## src/rtl/fsmc_slot_arbiter.sv

```systemverilog
// FSMC host-access sequencer: turns level chip-selects into one registered req/ack transaction per slot.
// Optional slot response timeout is enabled with `define FSMC_ARB_TIMEOUT_EN.
module fsmc_slot_arbiter #(
  parameter int unsigned NSLOT   = 4,
  parameter int unsigned DW      = 16,
  parameter int unsigned TIMEOUT = 15
) (
  input  logic                clk,
  input  logic                reset_n,
  input  logic [NSLOT-1:0]    cs,
  input  logic                state,
  input  logic [DW-1:0]       wr_data,
  output logic [DW-1:0]       rd_data,
  output logic [NSLOT-1:0]    slot_req,
  output logic                slot_we,
  output logic [DW-1:0]       slot_wdata,
  input  logic [NSLOT*DW-1:0] slot_rdata,
  input  logic [NSLOT-1:0]    slot_ack,
  output logic                busy,
  output logic                err_overlap,
  output logic                err_timeout,
  input  logic                err_clr
);

  localparam int unsigned IW = (NSLOT > 1) ? $clog2(NSLOT) : 1;

  localparam logic [1:0] S_IDLE    = 2'd0;
  localparam logic [1:0] S_REQ     = 2'd1;
  localparam logic [1:0] S_RELEASE = 2'd2;

  if (TIMEOUT < 2) begin : g_bad_timeout
    $error("fsmc_slot_arbiter: TIMEOUT must be at least 2");
  end

`ifdef FSMC_ARB_TIMEOUT_EN
  localparam int unsigned CW = $clog2(TIMEOUT);
  logic [CW-1:0] cnt_q, cnt_d;
`endif

  logic [1:0]       fsm_q, fsm_d;
  logic             armed_q;
  logic [NSLOT-1:0] cs_q;
  logic [IW-1:0]    idx_q, idx_d, low_idx;
  logic [DW-1:0]    rd_data_d, wdata_d, sel_rdata;
  logic [NSLOT-1:0] req_d;
  logic             we_d, ovl_d, to_d, sel_ack, start, multi;

  assign start = armed_q && (cs != '0) && (cs_q == '0);
  assign multi = (cs & (cs - NSLOT'(1))) != '0;

  // Lowest set chip-select wins when several are asserted
  always_comb begin
    low_idx = '0;
    for (int i = int'(NSLOT) - 1; i >= 0; i--) begin
      if (cs[i]) low_idx = IW'(i);
    end
  end

  always_comb begin
    sel_ack   = 1'b0;
    sel_rdata = '0;
    for (int i = 0; i < int'(NSLOT); i++) begin
      if (idx_q == IW'(i)) begin
        sel_ack   = slot_ack[i];
        sel_rdata = slot_rdata[i*DW +: DW];
      end
    end
  end

  always_comb begin
    fsm_d     = fsm_q;
    idx_d     = idx_q;
    rd_data_d = rd_data;
    req_d     = slot_req;
    we_d      = slot_we;
    wdata_d   = slot_wdata;
    ovl_d     = err_overlap;
    to_d      = err_timeout;
`ifdef FSMC_ARB_TIMEOUT_EN
    cnt_d     = cnt_q;
`endif
    if (err_clr) begin
      ovl_d = 1'b0;
      to_d  = 1'b0;
    end
    case (fsm_q)
      S_IDLE: begin
        if (start) begin
          idx_d   = low_idx;
          we_d    = ~state;
          wdata_d = wr_data;
          req_d   = NSLOT'(1) << low_idx;
          fsm_d   = S_REQ;
          if (multi) ovl_d = 1'b1;
`ifdef FSMC_ARB_TIMEOUT_EN
          cnt_d   = '0;
`endif
        end
      end
      S_REQ: begin
        if (sel_ack) begin
          if (!slot_we) rd_data_d = sel_rdata;
          req_d = '0;
          fsm_d = S_RELEASE;
        end
`ifdef FSMC_ARB_TIMEOUT_EN
        // Last allowed cycle without ack: abandon the slot and poison read data
        else if (cnt_q == CW'(TIMEOUT - 1)) begin
          if (!slot_we) rd_data_d = DW'(16'hDEAD);
          to_d  = 1'b1;
          req_d = '0;
          fsm_d = S_RELEASE;
        end else begin
          cnt_d = cnt_q + CW'(1);
        end
`endif
      end
      S_RELEASE: begin
        if (cs == '0) fsm_d = S_IDLE;
      end
      default: fsm_d = S_IDLE;
    endcase
  end

  always_ff @(posedge clk) begin
    if (!reset_n) begin
      fsm_q       <= S_IDLE;
      armed_q     <= 1'b0;
      cs_q        <= '0;
      idx_q       <= '0;
      rd_data     <= '0;
      slot_req    <= '0;
      slot_we     <= 1'b0;
      slot_wdata  <= '0;
      busy        <= 1'b0;
      err_overlap <= 1'b0;
      err_timeout <= 1'b0;
`ifdef FSMC_ARB_TIMEOUT_EN
      cnt_q       <= '0;
`endif
    end else begin
      fsm_q       <= fsm_d;
      armed_q     <= armed_q | (cs == '0);
      cs_q        <= cs;
      idx_q       <= idx_d;
      rd_data     <= rd_data_d;
      slot_req    <= req_d;
      slot_we     <= we_d;
      slot_wdata  <= wdata_d;
      busy        <= (fsm_d != S_IDLE);
      err_overlap <= ovl_d;
      err_timeout <= to_d;
`ifdef FSMC_ARB_TIMEOUT_EN
      cnt_q       <= cnt_d;
`endif
    end
  end

endmodule

```

## config.mk

```make
export PLATFORM = sky130hd
export DESIGN_NAME = fsmc_slot_arbiter
export DESIGN_NICKNAME = d
export VERILOG_FILES = /design/src/rtl/fsmc_slot_arbiter.sv
export SDC_FILE = /design/constraint.sdc
export NUM_CORES = 1
export LEC_CHECK = 0
export BUFFER_PORTS_ARGS = -buffer_cell sky130_fd_sc_hd__buf_2
export CORE_MARGIN = 3
export CORE_UTILIZATION = 47
export DETAILED_ROUTE_END_ITERATION = 6
export GPL_ROUTABILITY_DRIVEN = 0
export PLACE_DENSITY = 0.85
export SYNTH_ARGS = -nofsm -noshare
export SYNTH_HDL_FRONTEND = slang
export SYNTH_SLANG_ARGS = --single-unit
```

## constraint.sdc

```tcl
create_clock -name clk -period 3.59 [get_ports clk]
set_input_delay 0.1795 -clock clk [delete_from_list [all_inputs] [get_ports clk]]
set_output_delay 0.1795 -clock clk [all_outputs]
set_load 0.05 [all_outputs]
```

After elaboration in Yosys (flattened, before gate mapping)
Index checks and enable logic that the tools add are counted.
- flip-flop bits (word level): 48
- latch bits: 0
- bits in writable memories: 0
- memory bits (read-only): 0
- input bits: 92
- output and inout bits: 40
- word-level logic and storage cells: 59
- memories kept: 0
- add/subtract/negate cells: 1
- multiply operators: 0
- div/mod/pow operators: 0
- $lt $le $gt $ge: 0
- equality and inequality tests: 7
- shift operators: 1
- multiplexer cells: 23
- bitwise operators: 4
- reductions and logical operators: 13
- operators by type and width (kind ; count):
    $mux W16 ; 4
    $mux W2 ; 7
    $logic_not A4 Y1 ; 2
    $mux W1 ; 8
    $mux W4 ; 2
    $pmux W4 S2 ; 1
    $reduce_bool A4 Y1 ; 2
    $eq A2 B2 Y1 const B ; 3
    $pmux W2 S3 ; 1
    $reduce_and A3 Y1 ; 2
    $and A4 B4 Y4 ; 1
    $eq A2 B1 Y1 const B ; 2
    $logic_not A2 Y1 ; 2
    $ne A2 B2 Y1 const B ; 2
    $reduce_bool A2 Y1 ; 2
    $shl A1 B2 Y4 const A ; 1
    $sub A4 B1 Y4 const B ; 1
    $logic_and A1 B1 Y1 ; 2
    $not A1 Y1 ; 2
    $reduce_and A2 Y1 ; 1
    $or A1 B1 Y1 ; 1

Longest topological paths before layout
Gate-level depths: netlist (run 1).
- depth after elaboration: 8
- mapped depth: 7
- depth with buffers taken out: 4

Worst setup path after synthesis (run 1)
OpenSTA, ideal clock, no wires.
- kind: register to register
- from: register cs_q[1]
- to: register slot_wdata[10]
- setup time: 117 ps
- data arrival time: 1664 ps
- required time: 3473 ps
- setup slack: 1809 ps
- cell stages (with the launch flop): 6
- buffers on the path: 1
- period minus slack after synthesis: 1781 ps
- cells stage by stage: dfxtp_1 > or4_4 > nor4_4 > buf_6 > mux2i_1 > nor2b_1
- cells in the longest elaborated chain, start to end: 3
- RTL lines (item ; RTL line ; text):
    start: declaration ; 42 ; logic [NSLOT-1:0] cs_q;
    start signal: assignment ; 144 ; cs_q <= cs;
    $logic_not A4 Y1 ; 48 ; assign start = armed_q && (cs != '0) && (cs_q == '0);
    $logic_and A1 B1 Y1 ; 48 ;
    $reduce_and A2 Y1 (no source line) ; -- ;
    end signal: assignment ; 149 ; slot_wdata <= wdata_d;
    end: declaration ; 16 ; output logic [DW-1:0] slot_wdata,
Every way passes these cells.
A chain may end at the register's enable or synchronous reset.

Worst setup path in the final report (run 1)
- from: register idx_q[1]
- to: register rd_data[10]
- cells in the longest elaborated chain, start to end: 6
- elaborated cells between the ends (all ways): 13
- those cells by class: eq/ne: 3; mux: 8; reduce/logical: 2
- RTL lines (item ; RTL line ; text):
    start: declaration ; 43 ; logic [IW-1:0] idx_q, idx_d, low_idx;
    start signal: assignment ; 145 ; idx_q <= idx_d;
    $logic_not A2 Y1 ; 63 ; if (idx_q == IW'(i)) begin
    $mux W1 (4 in a row) ; 63 ;
    $reduce_and A3 Y1 (no source line) ; -- ;
    end signal: assignment ; 146 ; rd_data <= rd_data_d;
    end: declaration ; 13 ; output logic [DW-1:0] rd_data,
Parallel ways exist; a longest one is shown, timed or not.

==> results of run 1 <==
logic make-up after synthesis:
| family | count (synthesis) | share of synthesized area [%] |
|---|---|---|
| flops | 48 | 41.9 |
| compound gates | 27 | 8.77 |
| mux | 38 | 25.8 |
| buf+inv | 17 | 4.20 |
| other cells | 1 | 0.163 |
| simple gates | 83 | 18.7 |
| fa+ha+maj | 1 | 0.436 |
final timing paths:
check,start,endpoint,slack (ns),cells after the start
max,idx_q[1],rd_data[10],1.46,4
min,err_clr,err_overlap,0.12,3
max reg2reg,idx_q[1],rd_data[10],1.46,4
min reg2reg,slot_req[3],slot_req[3],0.46,2
power by group:
group / switching [mW] / total, mW / internal, mW
logic: 0.0528 / 0.121 / 0.0678
clock network: 0.172 / 0.418 / 0.246
registers: 0.00311 / 0.542 / 0.538
total: 0.228 / 1.08 / 0.852
stage by stage:
| step | utilization, % | setup slack [ns] |
|---|---|---|
| 3_5_place_dp | 65.1 | 1.44 |
| 5_1_grt | 67.9 | 1.28 |
| 4_1_cts | 67.9 | 1.43 |
| 3_3_place_gp | 65.1 | 1.59 |
| 6_report | 67.9 | 1.46 |
| 2_1_floorplan | - | 1.81 |
cell usage after synthesis, types with 2 or more instances:
cell      number  area share, %
nand2_1       41            6.7
buf_4          2           0.65
buf_2          3           0.65
dfxtp_1       48             42
a31o_2         2           0.76
o21ai_0        2           0.44
buf_6          2           0.98
o21a_1         2           0.65
mux4_2        17             17
clkbuf_1       5           0.82
nand2b_1       2           0.54
nor2b_1       18            4.9
nor2_1         5           0.82
a21boi_0      18            5.9
inv_1          2           0.33
nand3b_1       2           0.65
and2_1         5            1.4
mux2i_1       21            9.2
critical path, stage by stage, from the launching register on:
cell,delay (ns)
dfxtp_1,0.84
mux4_2,0.46
nand2_1,0.43
nand2_1,0.12
a21boi_0,0.19
cell type report:
cell class / instances / share of cell area, %
clock buffer: 7 / 3.13
clock inverter: 1 / 0.975
inverter: 2 / 0.244
multi-input combinational: 150 / 40.2
sequential: 48 / 31.2
tap: 65 / 2.64
timing repair buffer: 132 / 21.6
flip-flops by register name, indices dropped and copies added (netlist names):
signal       flops
rd_data         16
slot_wdata      16
cs_q             4
slot_req         4
fsm_q            2
idx_q            2
armed_q          1
busy             1
err_overlap      1
slot_we          1
routing by layer:
| metal | GRT usage, % | vias up | routed length [um] |
|---|---|---|---|
| met5 | 0 | - | 0 |
| met4 | 5.63 | 0 | 57 |
| met3 | 4.35 | 6 | 290 |
| met2 | 35.0 | 55 | 2940 |
| met1 | 22.3 | 922 | 2180 |
| li1 | - | 996 | - |
==> results by group, run 1 <==
Critical path
  • CP Data Required Time: 3.81 ns
  • Type of destination of the critical path: register
  • Critical Path Fanout Max: 18
  • Crit path DAT: 2.34 ns
  • Path type of the worst setup path: register to register
  • Critical Path Source Type: register

STA
  • Pin slew with the least headroom to its limit: 0.797 ns
  • Setup total negative slack: 0 ns
  • Shortest period the worst path allows: approximately 2.1 ns
  • Peak Freq: between 400 and 500 MHz
  • Number of hold violations in the final report: 0
  • Hold_ws: about 0.12 ns
  • Share of the cycle needed by the critical path after routing: between 50% and 60%
  • Number of failing setup endpoints in the final timing report: 0
  • Worst Clk Skew: 0.00745 ns
  • Setup repair after global routing missed its margin: no
  • Max-slew headroom at the worst pin: between 40% and 50%
  • Max-slew violation count: 0

Routing
  • First-pass iteration count of the detailed router: 4
  • Via count: between 1500 and 2000
  • Drt total wl: about 5.5 mm
  • DR WL/cell: ~13 um
  • Starting DRT DRC Count: 91
  • Via-to-Cell Ratio: between 4 and 5
  • Count of unresolved DRC violations after routing: 0
  • Final antenna-violating net count: 0

Outcome
  • Run status: finished, final reports clean

Layout
  • Layout cell share with drive strength beyond 1: 47.9%
  • Final design instance area without fill: around 3100 sq um
  • Sequential cell area: just under 1000 sq um
  • Net count, final: ~430
  • Number of filler instances in the final layout: 365
  • Diode insertion count for antenna repair: 0
  • Number of non-filler instances in the completed layout: between 400 and 500
  • Area growth, synth to finish: 34.2%
  • Top library cells by usage in the layout, fill and taps aside: 130 x buf_2, 48 x dfxtp_1, 41 x nand2_1, 21 x mux2i_1
  • Multi-input combinational cell area: roughly 1200 sq um
  • Commonest non-fill, non-tap cell in the layout: buf_2

Logic synthesis
  • Cell count after synthesis: about 220
  • YS warnings: 0
  • Count of flip-flops with a built-in enable after synthesis: 0
  • Sequential share of the synthesized area: approximately two fifths
  • Post-synthesis instance area: roughly 2300 sq um
  • Register bit count reported by yosys: 48
  • Distinct cells, synth: 36
  • Main flop type after synthesis: dfxtp_1
  • Proportion of register bits with asynchronous set or reset after synthesis: 0%
  • Mapped Nets: a little over 300
  • Synthesized area divided by synthesized cell count: between 10 and 15 sq um

Clock network
  • Htree depth: 2
  • TritonCTS clock tree: done
  • Bufs on Longest Clock Path: 2
  • Clock Pin Slew Worst Setup and Hold Paths: around 0.090 ns
  • Clock insertion delay at the later pin of the skew report: between 0.2 and 0.3 ns
  • CTS Hold Buffers Added: 0
  • Clock Root Buffer: clkbuf_8
  • TritonCTS buffer count: 5
  • Number of resized instances in the post-cts repair step: 0
  • Count of buffers added by post-CTS timing repair for setup: 0
  • Clock sink total: 48

Place
  • Count of input and output buffers: 130
  • Detailed Place HPWL: around 4.2 mm
  • Number of cells after detailed placement: a little under 400
  • Cell Area, Placed: roughly 3000 sq um

GRT
  • Number of antenna violations at the first check in global routing: 0
  • Number of global-route vias before repair: about 1900
  • Global-route wire length before repair: about 8.6 mm
  • Grt ovf: 0
  • GR Util All Layers: 19.2%
  • Pin count of the biggest net entering global routing: 52

Power
  • Maximum vdd ir drop: approximately 0.00025 V
  • PnR Total Power: ~1.1 mW
  • Static power due to leakage: ~1.3 nW
  • Areal power density over the cells: around 350 nW/um^2

Floorplan
  • Std-Cell Rows: 24
  • Area of the die: about 5800 sq um
  • X dimension of the die: 75.9 um
  • Initial standard-cell utilization of the core: 50.6%
  • I/O pin total: 132
  • Die boundary height: around 76 um
  • Standard cell core area: 4530 sq um

Run
  • # Max-Cap Violations: 0

Min path
  • Hold Path Class: input pin to register
(Power assumes the default switching activity.)
==> run 2, diff against run 1 <==
- CORE_UTILIZATION: 47 -> 40
- PLACE_DENSITY: 0.85 -> 0.77
- clock period: 3.59 -> 1.8 ns (I/O delays scaled with it)
==> results by group, run 2 (synthesized netlist as in run 1, its figures left out) <==
GRT
  • Pin count of the biggest net entering global routing: 34 (-35%)
  • GR Util All Layers: 17.6% (-1.6 points)
  • Grt ovf: 0 (unchanged)
  • Busiest grt layer: met2
  • Number of global-route vias before repair: 1983 (+2.9%)
  • Met1 usage in global routing: 20.7% (-1.7 points)
  • Global Route met3 Usage: 4.28% (-0.077 points)
  • Number of antenna violations at the first check in global routing: 0 (unchanged)
  • Global-route wire length before repair: 9.09 mm (+6.0%)
  • Met2 Resource Use GR: 31.2% (-3.8 points)

Clock network
  • CTS Hold Buffers Added: 0 (unchanged)
  • Clock sink total: 48 (unchanged)
  • Clock Pin Slew Worst Setup and Hold Paths: 0.09 ns (about the same)
  • Bufs on Longest Clock Path: 2 (unchanged)
  • TritonCTS buffer count: 5 (unchanged)
  • Clock insertion delay at the later pin of the skew report: 0.30 ns (about the same)
  • Htree depth: 2 (unchanged)
  • Clock Root Buffer: clkbuf_8
  • TritonCTS clock tree: done

Min path
  • Start point of the worst hold path: wr_data[5]
  • Hold Path Class: input pin to register

Layout
  • Top library cells by usage in the layout, fill and taps aside: 130 x buf_2, 48 x dfxtp_1, 40 x nand2_1, 20 x mux2i_1
  • Diode insertion count for antenna repair: 0 (unchanged)
  • Net count, final: 439 (+1.9%)
  • Commonest non-fill, non-tap cell in the layout: buf_2
  • Number of filler instances in the final layout: 479 (+31%)
  • Sequential cell area: 961 sq um (unchanged)
  • Area growth, synth to finish: 38.4%
  • Registers with the most flip-flops: rd_data x16, slot_wdata x16
  • Multi-input combinational cell area: 1250 sq um (+1.3%)
  • Layout cell share with drive strength beyond 1: 49.7% (+1.8 points)

Critical path
  • Critical Path Source Type: register
  • Worst flop-to-flop path startpoint: cs_q[1]
  • Type of destination of the critical path: register
  • Slack of the worst reg-to-reg path: -0.005 ns (-1.47 ns)
  • CP startpoint: cs_q[1]
  • Path type of the worst setup path: register to register
  • Critical Path Fanout Max: 9 (-9)
  • CP Data Required Time: 2.00 ns (-1.81 ns)
  • Crit path DAT: 2.00 ns (-0.34 ns)

Outcome
  • Run status: finished, violations left
  • Violated checks: negative setup slack

STA
  • Setup total negative slack: -0.00981 ns (-0.00981 ns)
  • Final critical-path setup slack: -0.00520 ns (-1.47 ns)
  • Peak Freq: 554 MHz (+18%)
  • Shortest period the worst path allows: 1.81 ns (-0.323 ns)
  • Number of hold violations in the final report: 0 (unchanged)
  • Setup repair after global routing missed its margin: yes
  • Worst Clk Skew: 0.00843 ns (+0.000982 ns)
  • Number of failing setup endpoints in the final timing report: 2 (+2)
  • Max-slew violation count: 0 (unchanged)
  • Share of the cycle needed by the critical path after routing: 100% (+41 points)

Floorplan
  • Die boundary height: 81.8 um (+7.7%)
  • Standard cell core area: 5340 sq um (+18%)
  • X dimension of the die: 81.8 um (+7.7%)
  • Initial standard-cell utilization of the core: 43.0% (-7.6 points)
  • Std-Cell Rows: 26 (+8.3%)
  • Area of the die: 6680 sq um (+16%)
  • I/O pin total: 132 (unchanged)

Routing
  • Final antenna-violating net count: 0 (unchanged)
  • Via count: 2076 (+4.9%)
  • DR WL/cell: 14.2 um (+4.9%)
  • Drt total wl: 5.92 mm (+8.3%)
  • Via-to-Cell Ratio: 4.97 (+1.6%)
  • Starting DRT DRC Count: 85 (-6.6%)
  • Count of unresolved DRC violations after routing: 0 (unchanged)
  • First-pass iteration count of the detailed router: 4 (unchanged)

Power
  • Static power due to leakage: 1.36 nW (+3.3%)
  • Areal power density over the cells: 623 nW/um^2 (+78%)
  • Maximum vdd ir drop: 0.000379 V (+49%)
  • PnR Total Power: 1.98 mW (+83%)

Place
  • Count of input and output buffers: 130 (unchanged)
  • Detailed Place HPWL: 4.48 mm (+6.2%)

Run
  • # Max-Cap Violations: 0 (unchanged)
==> run 2: where the power goes <==
part           internal (mW)  switching [mW]  leakage (nW)
Clock                  0.312           0.335        0.0445
Combinational          0.142           0.110         0.932
Sequential              1.07         0.00622         0.388
Total                   1.53           0.451          1.36
==> run 2: cell type report <==
class	count	area share [%]
Sequential cell	48	30.2
Inverter	2	0.236
Clock inverter	1	0.236
Timing Repair Buffer	140	24.3
Clock buffer	7	2.72
Multi-Input combinational cell	150	39.5
Tap cell	70	2.76
==> run 2: layer usage <==
metal / up-vias / wire [um]
li1: 1012 / -
met2: 77 / 2940
met4: 0 / 96
met1: 976 / 2450
met3: 11 / 436
met5: - / 0
==> run 2: worst max-delay path, cell delays in order (launching register included) <==
cell       delay, ns
dfxtp_1         0.31
or4_4           0.55
nor4_4          0.27
buf_6           0.17
clkbuf_16       0.16
mux2i_1         0.19
nor2b_1         0.06
==> run 2: repair_timing <==
action | 4_1_cts | 5_1_grt
gates resized for setup | 0 | 6
setup buffers | 0 | 2
endpoints found under the setup margin | 0 | 23
==> run 2: worst paths after layout <==
check,to,cells past startpoint
max,slot_wdata[12],6
max reg2reg,slot_wdata[12],6
min reg2reg,rd_data[8],2
min,slot_wdata[5],3
==> run 2: through the flow <==
stage	instance area [sq um]	setup WS [ns]	instances	utilization (%)	hold slack, ns
2_1_floorplan	2300	0.0186	215	-	0.212
6_report	3180	-0.00520	418	59.5	0.0452
3_3_place_gp	3020	0.0649	407	56.7	0.344
3_5_place_dp	3020	0.00585	407	56.7	0.362
4_1_cts	3120	0.00868	415	58.4	0.0319
5_1_grt	3180	-0.0763	418	59.5	0.0480
==> run 3, diff against run 2 <==
- BUFFER_PORTS_ARGS: -buffer_cell sky130_fd_sc_hd__buf_2 -> default
- CORE_UTILIZATION: 40 -> 55
- DONT_BUFFER_PORTS: default -> 1
- PLACE_DENSITY: 0.77 -> 0.73
==> results by group, run 3 (synthesized netlist as in run 1, its figures left out) <==
Floorplan
  • I/O pin total: 132 (unchanged)
  • Initial standard-cell utilization of the core: 60.0% (+17 points)
  • X dimension of the die: 70.6 um (-14%)
  • Std-Cell Rows: 22 (-15%)
  • Die boundary height: 70.6 um (-14%)
  • Area of the die: 4990 sq um (-25%)
  • Standard cell core area: 3830 sq um (-28%)

GRT
  • Global-route wire length before repair: 9.05 mm (-0.39%)
  • Grt ovf: 0 (unchanged)
  • Number of antenna violations at the first check in global routing: 0 (unchanged)
  • Pin count of the biggest net entering global routing: 51 (+50%)
  • GR Util All Layers: 23.6% (+6.0 points)
  • Number of global-route vias before repair: 1818 (-8.3%)

Critical path
  • CP Data Required Time: 2.00 ns (about the same)
  • Worst-path cell with the longest stage delay: or4_4
  • Type of destination of the critical path: register
  • Path type of the worst setup path: register to register
  • Critical Path Fanout Max: 24 (+15)
  • CP max stage delay: 0.56 ns (about the same)
  • Crit path DAT: 1.99 ns (about the same)
  • Critical Path Source Type: register
  • Worst-path cell chain: or4_4 -> nor4_4 -> buf_12 -> mux2i_1 -> nor2b_1

Routing
  • First-pass iteration count of the detailed router: 4 (unchanged)
  • Wire length on met1: 2.04 mm (-17%)
  • Drt total wl: 5.85 mm (-1.2%)
  • Max Used Layer: met4
  • Starting DRT DRC Count: 114 (+34%)
  • Detail Route met2 WL: 3.32 mm (+13%)
  • Final antenna-violating net count: 0 (unchanged)
  • Via-to-Cell Ratio: 6.02 (+21%)
  • Wire length on met3: 389 um (-11%)
  • Via count: 1747 (-16%)
  • DR WL/cell: 20.2 um (+42%)
  • Count of unresolved DRC violations after routing: 0 (unchanged)

Layout
  • Number of filler instances in the final layout: 275 (-43%)
  • Commonest non-fill, non-tap cell in the layout: dfxtp_1
  • Area growth, synth to finish: 19.1%
  • Registers with the most flip-flops: rd_data x16, slot_wdata x16
  • Sequential cell area: 961 sq um (unchanged)
  • Multi-input combinational cell area: 1240 sq um (-1.2%)
  • Diode insertion count for antenna repair: 0 (unchanged)
  • Layout cell share with drive strength beyond 1: 18.6% (-31 points)
  • Net count, final: 333 (-24%)
  • Top library cells by usage in the layout, fill and taps aside: 48 x dfxtp_1, 41 x nand2_1, 21 x mux2i_1, 21 x dlygate4sd3_1
  • Number of non-filler instances in the completed layout: 290 (-31%)

Power
  • PnR Total Power: 2.09 mW (+5.3%)
  • Areal power density over the cells: 763 nW/um^2 (+22%)
  • Static power due to leakage: 0.903 nW (-34%)
  • Maximum vdd ir drop: 0.000518 V (+37%)

Clock network
  • Clock insertion delay at the later pin of the skew report: 0.30 ns (about the same)
  • Htree depth: 2 (unchanged)
  • Bufs on Longest Clock Path: 2 (unchanged)
  • Clock Root Buffer: clkbuf_8
  • TritonCTS buffer count: 5 (unchanged)
  • Clock Pin Slew Worst Setup and Hold Paths: 0.09 ns (about the same)
  • TritonCTS clock tree: done
  • Clock sink total: 48 (unchanged)

STA
  • Peak Freq: 558 MHz (+0.75%)
  • Worst Clk Skew: 0.00951 ns (+0.00108 ns)
  • Pin slew with the least headroom to its limit: approximately 0.56 ns
  • Setup repair after global routing missed its margin: yes
  • Max-slew headroom at the worst pin: 62.9%
  • Max-slew violation count: 0 (unchanged)
  • Number of failing setup endpoints in the final timing report: 0 (-2)
  • Share of the cycle needed by the critical path after routing: 99.5% (-0.75 points)
  • Setup total negative slack: 0 ns (+0.00981 ns)
  • Number of hold violations in the final report: 0 (unchanged)
  • Shortest period the worst path allows: 1.79 ns (-0.0134 ns)

Outcome
  • Run status: finished, final reports clean

Min path
  • Hold Path Class: input pin to register

Run
  • # Max-Cap Violations: 0 (unchanged)

Place
  • Detailed Place HPWL: 3.99 mm (-11%)
  • Count of input and output buffers: 0 (-100%)
  • Number of cells after detailed placement: 260 (-36%)
## run 3: cell types whose count changed in the layout (fill, tap and decap cells not counted), sizes merged
cell         previous run  this run
buf                   139        13
clkinvlp                1         0
dlygate4sd3             0        21
bufinv                  0         1
clkinv                  0         1
clkbuf                  8         6
## run 3: routing by layer
metal / GRT usage (%) / up-vias
li1: - / 806
met1: 25.3 / 843
met2: 43.1 / 89
met3: 6.96 / 9
met4: 9.81 / 0
met5: 0 / -
## run 3: power by group
group	leakage (nW)	internal, mW	switching [mW]	total (mW)
Clock	0.0614	0.454	0.363	0.817
Combinational	0.454	0.101	0.0655	0.167
Sequential	0.388	1.07	0.0276	1.10
## run 3: through the flow
stage | util (%) | hold WS, ns | area (sq um) | worst slack, ns
after floorplan | - | 0.212 | 2300 | 0.0186
after global placement | 62.3 | 0.213 | 2380 | 0.149
after detailed placement | 62.3 | 0.218 | 2380 | 0.0480
after CTS | 71.5 | 0.0147 | 2730 | 0.0363
after global routing | 71.5 | 0.0243 | 2740 | -0.0591
final | 71.5 | 0.0214 | 2740 | 0.00823
## run 3: what timing repair did
action,CTS,global route
gates resized for setup,0,1
hold endpoints to repair,48,0
endpoints found under the setup margin,0,21
hold buffers,22,0
buffers inserted,0,0
## run 3: worst paths after layout
path	startpoint	end	slack, ns	depth (start not counted)
setup / recovery	cs_q[1]	slot_wdata[14]	0.008	5
setup reg to reg	cs_q[1]	slot_wdata[14]	0.008	5
hold / removal	wr_data[3]	slot_wdata[3]	0.02	2
hold reg to reg	armed_q	armed_q	0.47	1
## run 3: layout make-up
type                       count  area share, %
clock inverter                 2           1.42
multi-input combinational    150           45.3
sequential                    48           35.1
tap                           48           2.20
inverter                       2          0.274
clock buffer                   6           3.02
timing repair buffer          34           12.6
## run 3: critical path: cells and delay by family, from the launching register on
family	cells	cell delay, ns
buffers and inverters	1	0.24
DFF	1	0.31
muxes	1	0.27
and+or+nand+nor	3	0.86
